**config.mk**
```make
export PLATFORM = sky130hd
export DESIGN_NAME = rice_partition_sequencer
export DESIGN_NICKNAME = d
export VERILOG_FILES = /design/src/rtl/rice_partition_sequencer_pkg.sv /design/src/rtl/rice_seq_counter.sv /design/src/rtl/rice_partition_sequencer.sv
export SDC_FILE = /design/constraint.sdc
export NUM_CORES = 1
export LEC_CHECK = 0
export CAP_MARGIN = 25
export CORE_ASPECT_RATIO = 0.6
export CORE_MARGIN = 5
export CORE_UTILIZATION = 58
export CTS_BUF_LIST = sky130_fd_sc_hd__clkbuf_4
export DETAILED_ROUTE_END_ITERATION = 8
export PLACE_DENSITY = 0.93
export SLEW_MARGIN = 20
export SYNTH_ARGS = -nofsm -noshare
export SYNTH_HDL_FRONTEND = slang
export SYNTH_SLANG_ARGS = --single-unit
```
**constraint.sdc**
```tcl
create_clock -name iClock -period 4.05 [get_ports iClock]
set_clock_uncertainty 0.2 [all_clocks]
set_input_delay 0.6075 -clock iClock [delete_from_list [all_inputs] [get_ports iClock]]
set_output_delay 0.6075 -clock iClock [all_outputs]
set_load 0.05 [all_outputs]
```
**src/rtl/rice_partition_sequencer_pkg.sv**
```systemverilog
// Shared definitions for the Rice partition sequencer: FSM encoding,
// datapath widths and the Rice parameter ceiling.
package rice_partition_sequencer_pkg;

    localparam int RICE_PARAM_W = 4;
    localparam int RESID_W      = 16;
    localparam int COUNT_W      = 16;

    // Largest Rice parameter the bitstream writer accepts (15 is the escape code).
    localparam logic [RICE_PARAM_W-1:0] RICE_PARAM_MAX = 4'd14;

    typedef enum logic [2:0] {
        ST_IDLE  = 3'd0,
        ST_CLEAR = 3'd1,
        ST_FEED  = 3'd2,
        ST_WAIT  = 3'd3,
        ST_EMIT  = 3'd4
    } seq_state_t;

    // Saturate an optimizer result into the legal Rice parameter range.
    function automatic logic [RICE_PARAM_W-1:0] clamp_param(input logic [RICE_PARAM_W-1:0] best);
        return (best > RICE_PARAM_MAX) ? RICE_PARAM_MAX : best;
    endfunction

endpackage

```
**src/rtl/rice_seq_counter.sv**
```systemverilog
// Loadable down-counter with a zero flag. Used for the per-partition
// sample budget and, when enabled, for the optimizer watchdog.
module rice_seq_counter #(
    parameter int W = 16
) (
    input  logic         clk,
    input  logic         rst,
    input  logic         load,
    input  logic [W-1:0] value,
    input  logic         dec,
    output logic         zero
);

    logic [W-1:0] count;

    // Load has priority over decrement; the count parks at zero.
    always_ff @(posedge clk or posedge rst) begin
        if (rst) begin
            count <= '0;
        end else if (load) begin
            count <= value;
        end else if (dec && (count != '0)) begin
            count <= count - W'(1);
        end
    end

    assign zero = (count == '0);

endmodule

```
**src/rtl/rice_partition_sequencer.sv**
```systemverilog
// Rice partition sequencer: splits one FLAC residual block into
// 2^PARTITION_ORDER partitions, clears and feeds the shared Rice optimizer
// for each one, and hands each chosen parameter downstream on a
// valid/ready handshake.
// Optional feature macro: RICE_SEQ_WATCHDOG_EN -- bounds the wait for
// iOptDone to TIMEOUT cycles, then emits the escape-safe parameter 14
// and pulses oError.
module rice_partition_sequencer
    import rice_partition_sequencer_pkg::*;
#(
    parameter int BLOCK_SIZE      = 4096,
    parameter int PARTITION_ORDER = 2,
    parameter int TIMEOUT         = 64
) (
    input  logic                      iClock,
    input  logic                      iReset,
    input  logic                      iStart,
    input  logic [5:0]                iPredOrder,
    input  logic                      iValid,
    input  logic signed [RESID_W-1:0] iResidual,
    output logic                      oReady,
    output logic                      oOptReset,
    output logic                      oOptValid,
    output logic signed [RESID_W-1:0] oOptResidual,
    input  logic                      iOptDone,
    input  logic [RICE_PARAM_W-1:0]   iOptBest,
    output logic [RICE_PARAM_W-1:0]   oParam,
    output logic                      oParamValid,
    input  logic                      iParamReady,
    output logic [7:0]                oPartIndex,
    output logic                      oBlockDone,
    output logic                      oError
);

    localparam int PART_SIZE = BLOCK_SIZE >> PARTITION_ORDER;
    localparam int NPART     = 1 << PARTITION_ORDER;

    localparam logic [COUNT_W-1:0] PART_SIZE_W = COUNT_W'(PART_SIZE);
    localparam logic [COUNT_W-1:0] LAST_PART   = COUNT_W'(NPART - 1);

    seq_state_t         state;
    seq_state_t         state_next;
    logic [5:0]         pred_order;
    logic [COUNT_W-1:0] part_idx;
    logic [COUNT_W-1:0] samp_value;
    logic               samp_load;
    logic               samp_zero;
    logic               xfer;
    logic               start_ok;
    logic               start_bad;
    logic               accept;
    logic               last_part;
    logic               wd_fire;

    assign xfer      = iValid && oReady;
    assign last_part = (part_idx == LAST_PART);
    assign accept    = (state == ST_EMIT) && iParamReady;

    // The counter holds "samples left minus one", so the zero flag marks
    // the transfer that completes the partition without an extra cycle.
    assign samp_value = (part_idx == '0)
                      ? (PART_SIZE_W - {10'd0, pred_order} - COUNT_W'(1))
                      : (PART_SIZE_W - COUNT_W'(1));

    rice_seq_counter #(.W(COUNT_W)) u_samples (
        .clk   (iClock),
        .rst   (iReset),
        .load  (samp_load),
        .value (samp_value),
        .dec   (xfer),
        .zero  (samp_zero)
    );

`ifdef RICE_SEQ_WATCHDOG_EN
    logic wd_zero;

    // Rearmed in every state other than WAIT, counts down only while waiting.
    rice_seq_counter #(.W(COUNT_W)) u_watchdog (
        .clk   (iClock),
        .rst   (iReset),
        .load  (state != ST_WAIT),
        .value (COUNT_W'(TIMEOUT - 1)),
        .dec   (state == ST_WAIT),
        .zero  (wd_zero)
    );

    // A real result in the final cycle still wins over the timeout.
    assign wd_fire = (state == ST_WAIT) && !iOptDone && wd_zero;
`else
    assign wd_fire = 1'b0;
`endif

    // State register.
    // NOTE: sequential state uses non-blocking assignments so every register
    // samples the pre-edge values regardless of block evaluation order.
    always_ff @(posedge iClock or posedge iReset) begin
        if (iReset) begin
            state <= ST_IDLE;
        end else begin
            state <= state_next;
        end
    end

    // Next-state decode and state-derived handshake outputs.
    always_comb begin
        // NOTE: every signal gets a default first so no path leaves one
        // unassigned, which would otherwise infer a latch.
        state_next  = state;
        oReady      = 1'b0;
        oOptReset   = 1'b0;
        oParamValid = 1'b0;
        samp_load   = 1'b0;
        start_ok    = 1'b0;
        start_bad   = 1'b0;
        case (state)
            ST_IDLE: begin
                if (iStart) begin
                    if ({10'd0, iPredOrder} < PART_SIZE_W) begin
                        start_ok   = 1'b1;
                        state_next = ST_CLEAR;
                    end else begin
                        start_bad  = 1'b1;
                    end
                end
            end
            ST_CLEAR: begin
                oOptReset  = 1'b1;
                samp_load  = 1'b1;
                state_next = ST_FEED;
            end
            ST_FEED: begin
                oReady = 1'b1;
                if (iValid && samp_zero) begin
                    state_next = ST_WAIT;
                end
            end
            ST_WAIT: begin
                if (iOptDone || wd_fire) begin
                    state_next = ST_EMIT;
                end
            end
            ST_EMIT: begin
                oParamValid = 1'b1;
                if (iParamReady) begin
                    state_next = last_part ? ST_IDLE : ST_CLEAR;
                end
            end
            default: begin
                state_next = ST_IDLE;
            end
        endcase
    end

    // Registered datapath: optimizer feed, parameter capture, indices and pulses.
    always_ff @(posedge iClock or posedge iReset) begin
        if (iReset) begin
            pred_order   <= '0;
            part_idx     <= '0;
            oOptValid    <= 1'b0;
            oOptResidual <= '0;
            oParam       <= '0;
            oBlockDone   <= 1'b0;
            oError       <= 1'b0;
        end else begin
            oOptValid  <= xfer;
            oError     <= start_bad || wd_fire;
            oBlockDone <= accept && last_part;

            if (xfer) begin
                oOptResidual <= iResidual;
            end

            if (start_ok) begin
                pred_order <= iPredOrder;
                part_idx   <= '0;
            end else if (accept && !last_part) begin
                part_idx <= part_idx + COUNT_W'(1);
            end

            if (state == ST_WAIT) begin
                if (iOptDone) begin
                    oParam <= clamp_param(iOptBest);
                end else if (wd_fire) begin
                    oParam <= RICE_PARAM_MAX;
                end
            end
        end
    end

    assign oPartIndex = part_idx[7:0];

endmodule

```
==> run_results.csv <==
group,metric,value,unit
outcome,status,"finished clean",
yosys,ys_types,66,
worst_setup_path,r2r_setup_slack,1.37,ns
final_layout,nets,479,
clock_network,ctsHtreeMaxLevel,3,
yosys,synth_ff_type,"dfrtp_1",
global_routing,grt_util_met3,7.35,%
final_layout,syn_to_final_growth,21.2,%
sta,max_slew_margin,58.7,%
min_path,hp-start,"oOptResidual[4]",
clock_network,path_clk_slew,0.12,ns
placement,dp_hpwl,6620,um
global_routing,grt_pass1_vias,3045,
global_routing,met1_usage,31.7,%
sta,tns,0,ns
routing,drc,0,
yosys,synth_area,3550,sq um
sta,hold_viol_final,0,
floorplanning,core-area,6030,sq um
routing,dr.pass1.iters,5,
sta,max_slew.worst_pin.slew,0.619,ns
routing,routed_wl,8840,um
clock_network,cts_buffer_depth,2,
floorplanning,initial_core_util,58.9,%
worst_setup_path,r2r_cells,7,
yosys,yosys_warnings,0,
yosys,synth-compound-area-share,12.1,%
min_path,whs_path_depth,2,
floorplanning,die-area,7840,sq um
global_routing,grt_pass1_wl,15000,um
yosys,ys_seq_area_share,44.4,%
min_path,hold_path_end,"oOptResidual[4]",
worst_setup_path,cp-end-kind,"primary output",
yosys,synth_xor_area_share,5.92,%
clock_network,holdBufCountCts,0,
clock_network,cts_buffers,9,
floorplanning,row_count,22,
floorplanning,fp.dieH,70.6,um
sta,rsz0062_at_grt,"false",
power,cellLeakagePower,0.00185,uW
yosys,ys_ff_latch,63,
yosys,synth-simple-area-share,25.8,%
yosys,synth_top_family_by_area,"simple AND/OR/NAND/NOR gates",
yosys,synthCells,387,
run,cap_violations,0,
global_routing,antenna_found_initial,0,
placement,io_buffer_count,64,
global_routing,top_usage_layer,"met2",
worst_setup_path,setup.worst_path.start_class,"register",
yosys,synth_fp_nets,425,
final_layout,nFillCells,439,
power,powerDensity,687,nW/um^2
global_routing,use_met2,37.9,%
global_routing,grt_max_degree,31,
yosys,async_flop_share,100,%
min_path,min_path_type,"register to register",
worst_setup_path,crit_arrival,2.48,ns
worst_setup_path,reg2reg_to,"u_samples.count[6]",
placement,gp_congestion,0.944,
yosys,synthMuxAreaShare,3.35,%
routing,drtIter0Drc,217,
final_layout,post-route-util,71.4,%
routing,drt-vias-per-instance,5.90,
final_layout,n_antenna_cell,0,
yosys,syn_avg_cell_area,9.18,sq um
worst_setup_path,rr_startpoint,"pred_order[0]",
worst_setup_path,cp.required,3.24,ns
sta,final_max_slew_viol_count,0,
floorplanning,die_w,111,um
clock_network,clock_latency,0.43,ns
global_routing,grt_overflow,0,
final_layout,drive_above_1_share,9.87,%
clock_network,clkSinkCount,63,
worst_setup_path,criticalPathCategory,"register to primary output",
worst_setup_path,worstPathMaxFanout,19,
yosys,synth_fa_ha_area_share,2.11,%
clock_network,post_cts_buffers,0,
routing,dr_total_vias,3126,
clock_network,root_buffer,"clkbuf_4",
power,ir_worst_vdd,0.453,mV
clock_network,cts_resized,0,
sta,period_share,81.2,%
floorplanning,pin_count,66,
yosys,synth_edf_count,0,
routing,wl_per_cell,16.7,um
sta,clock.fmax,0.304,GHz
routing,drtAntennaViolNets,0,
clock_network,cts_tree,"built",
sta,fin_crit,3.29,ns
global_routing,grt.total_usage,23.6,%
sta,setup_viol,0,
[cell type report]
cell class                      count  area [sq um]  area share (%)
Sequential cell                    63          1580            36.6
Timing Repair Buffer               68           671            15.6
Tap cell                           84           105            2.44
Multi-Input combinational cell    278          1750            40.7
Clock inverter                      7          48.8            1.13
Clock buffer                        9          67.6            1.57
Inverter                           21          83.8            1.95
[registers in the layout (all words and copies together) (netlist names)]
signal	cells
state	3
u_samples.count	16
oOptValid	1
part_idx	16
pred_order	6
oParam	4
oBlockDone	1
oOptResidual	16
[synth_stat cells (all sizes together) (3+ instances only)]
cell | n | share of area (%)
nand2 | 67 | 7.1
dfrtp | 63 | 44
nor2 | 31 | 3.3
inv | 20 | 2.1
xnor2 | 18 | 4.4
o21ai | 14 | 2.0
buf | 13 | 2.6
clkbuf | 12 | 1.3
nor3 | 11 | 1.8
a21oi | 10 | 1.5
nand3 | 10 | 1.4
nand4 | 10 | 1.9
nor4 | 8 | 1.8
a211oi | 7 | 1.5
and3 | 7 | 1.2
mux2 | 7 | 2.2
ha | 6 | 2.1
o211ai | 6 | 1.5
xor2 | 6 | 1.5
nand2b | 5 | 0.88
or3 | 5 | 0.88
mux2i | 4 | 1.1
nor3b | 4 | 0.99
a22oi | 3 | 0.63
nor2b | 3 | 0.53
nor4b | 3 | 0.92
o22ai | 3 | 0.53
[worst max-delay path, cell delays in order, from the launching register on]
cell	delay, ns
dfrtp_1	0.50
or3b_4	0.54
clkinv_4	0.17
clkdlybuf4s50_1	0.84
[kinds of logic (layout without fill, tap and decap cells)]
family,count (synthesis),in the layout
AO/OA/AOI/OAI,60,60
XOR/XNOR,24,24
adder cells (fa/ha/maj),6,6
buffers and inverters,46,105
flip-flops,63,63
multiplexers,11,11
other,1,1
AND/OR/NAND/NOR,176,176
[report_power, final]
group,switching [uW],internal [uW]
registers,228,817
logic,970,570
clock network,247,127
total,1440,1510
[placed cells by master, fill, tap and decap left out, types with 3 or more instances in the layout]
cell             instances
a211oi_1                 7
a21oi_1                  9
a22oi_1                  3
and3_1                   7
buf_4                    4
clkbuf_4                 9
clkdlybuf4s50_1         64
clkinv_2                 3
clkinv_4                 3
dfrtp_1                 63
ha_1                     6
inv_1                   18
mux2_2                   7
mux2i_1                  4
nand2_1                 67
nand2b_1                 5
nand3_1                 10
nand4_1                  9
nor2_1                  31
nor2b_1                  3
nor3_1                   9
nor3b_1                  3
nor4_1                   7
o211ai_1                 4
o21ai_0                 11
o21ai_1                  3
o22ai_1                  3
or3_1                    5
xnor2_1                 18
xor2_1                   6
[through the flow]
stage | hold WS (ns) | total power, uW | setup WS (ns) | instance area, sq um | std cells
after floorplan | 0.251 | 2120 | 1.61 | 3550 | 387
after global placement | 0.260 | 2510 | 1.25 | 4190 | 514
after detailed placement | 0.264 | 2580 | 1.19 | 4190 | 514
after CTS | 0.289 | 2960 | 0.753 | 4310 | 530
after global routing | 0.314 | 3140 | 0.679 | 4310 | 530
final | 0.289 | 2960 | 0.760 | 4310 | 530
[per-layer routing]
metal	up-vias	part of all wire, %
met5	-	0
met4	0	1.4
met3	17	8.5
met2	144	46
met1	1510	44
li1	1455	-
[worst max-delay path by stage]
stage                     cells past startpoint  slack [ns]             endpoint     start
after detailed placement                      8        1.19  u_samples.count[13]    iValid
final                                         3        0.76            oOptReset  state[2]
after floorplan                               4        1.61            oOptReset  state[2]
after global placement                        8        1.25  u_samples.count[13]    iValid
after CTS                                     3        0.75            oOptReset  state[2]
after global routing                          3        0.68            oOptReset  state[2]
(Power assumes the default switching activity.)
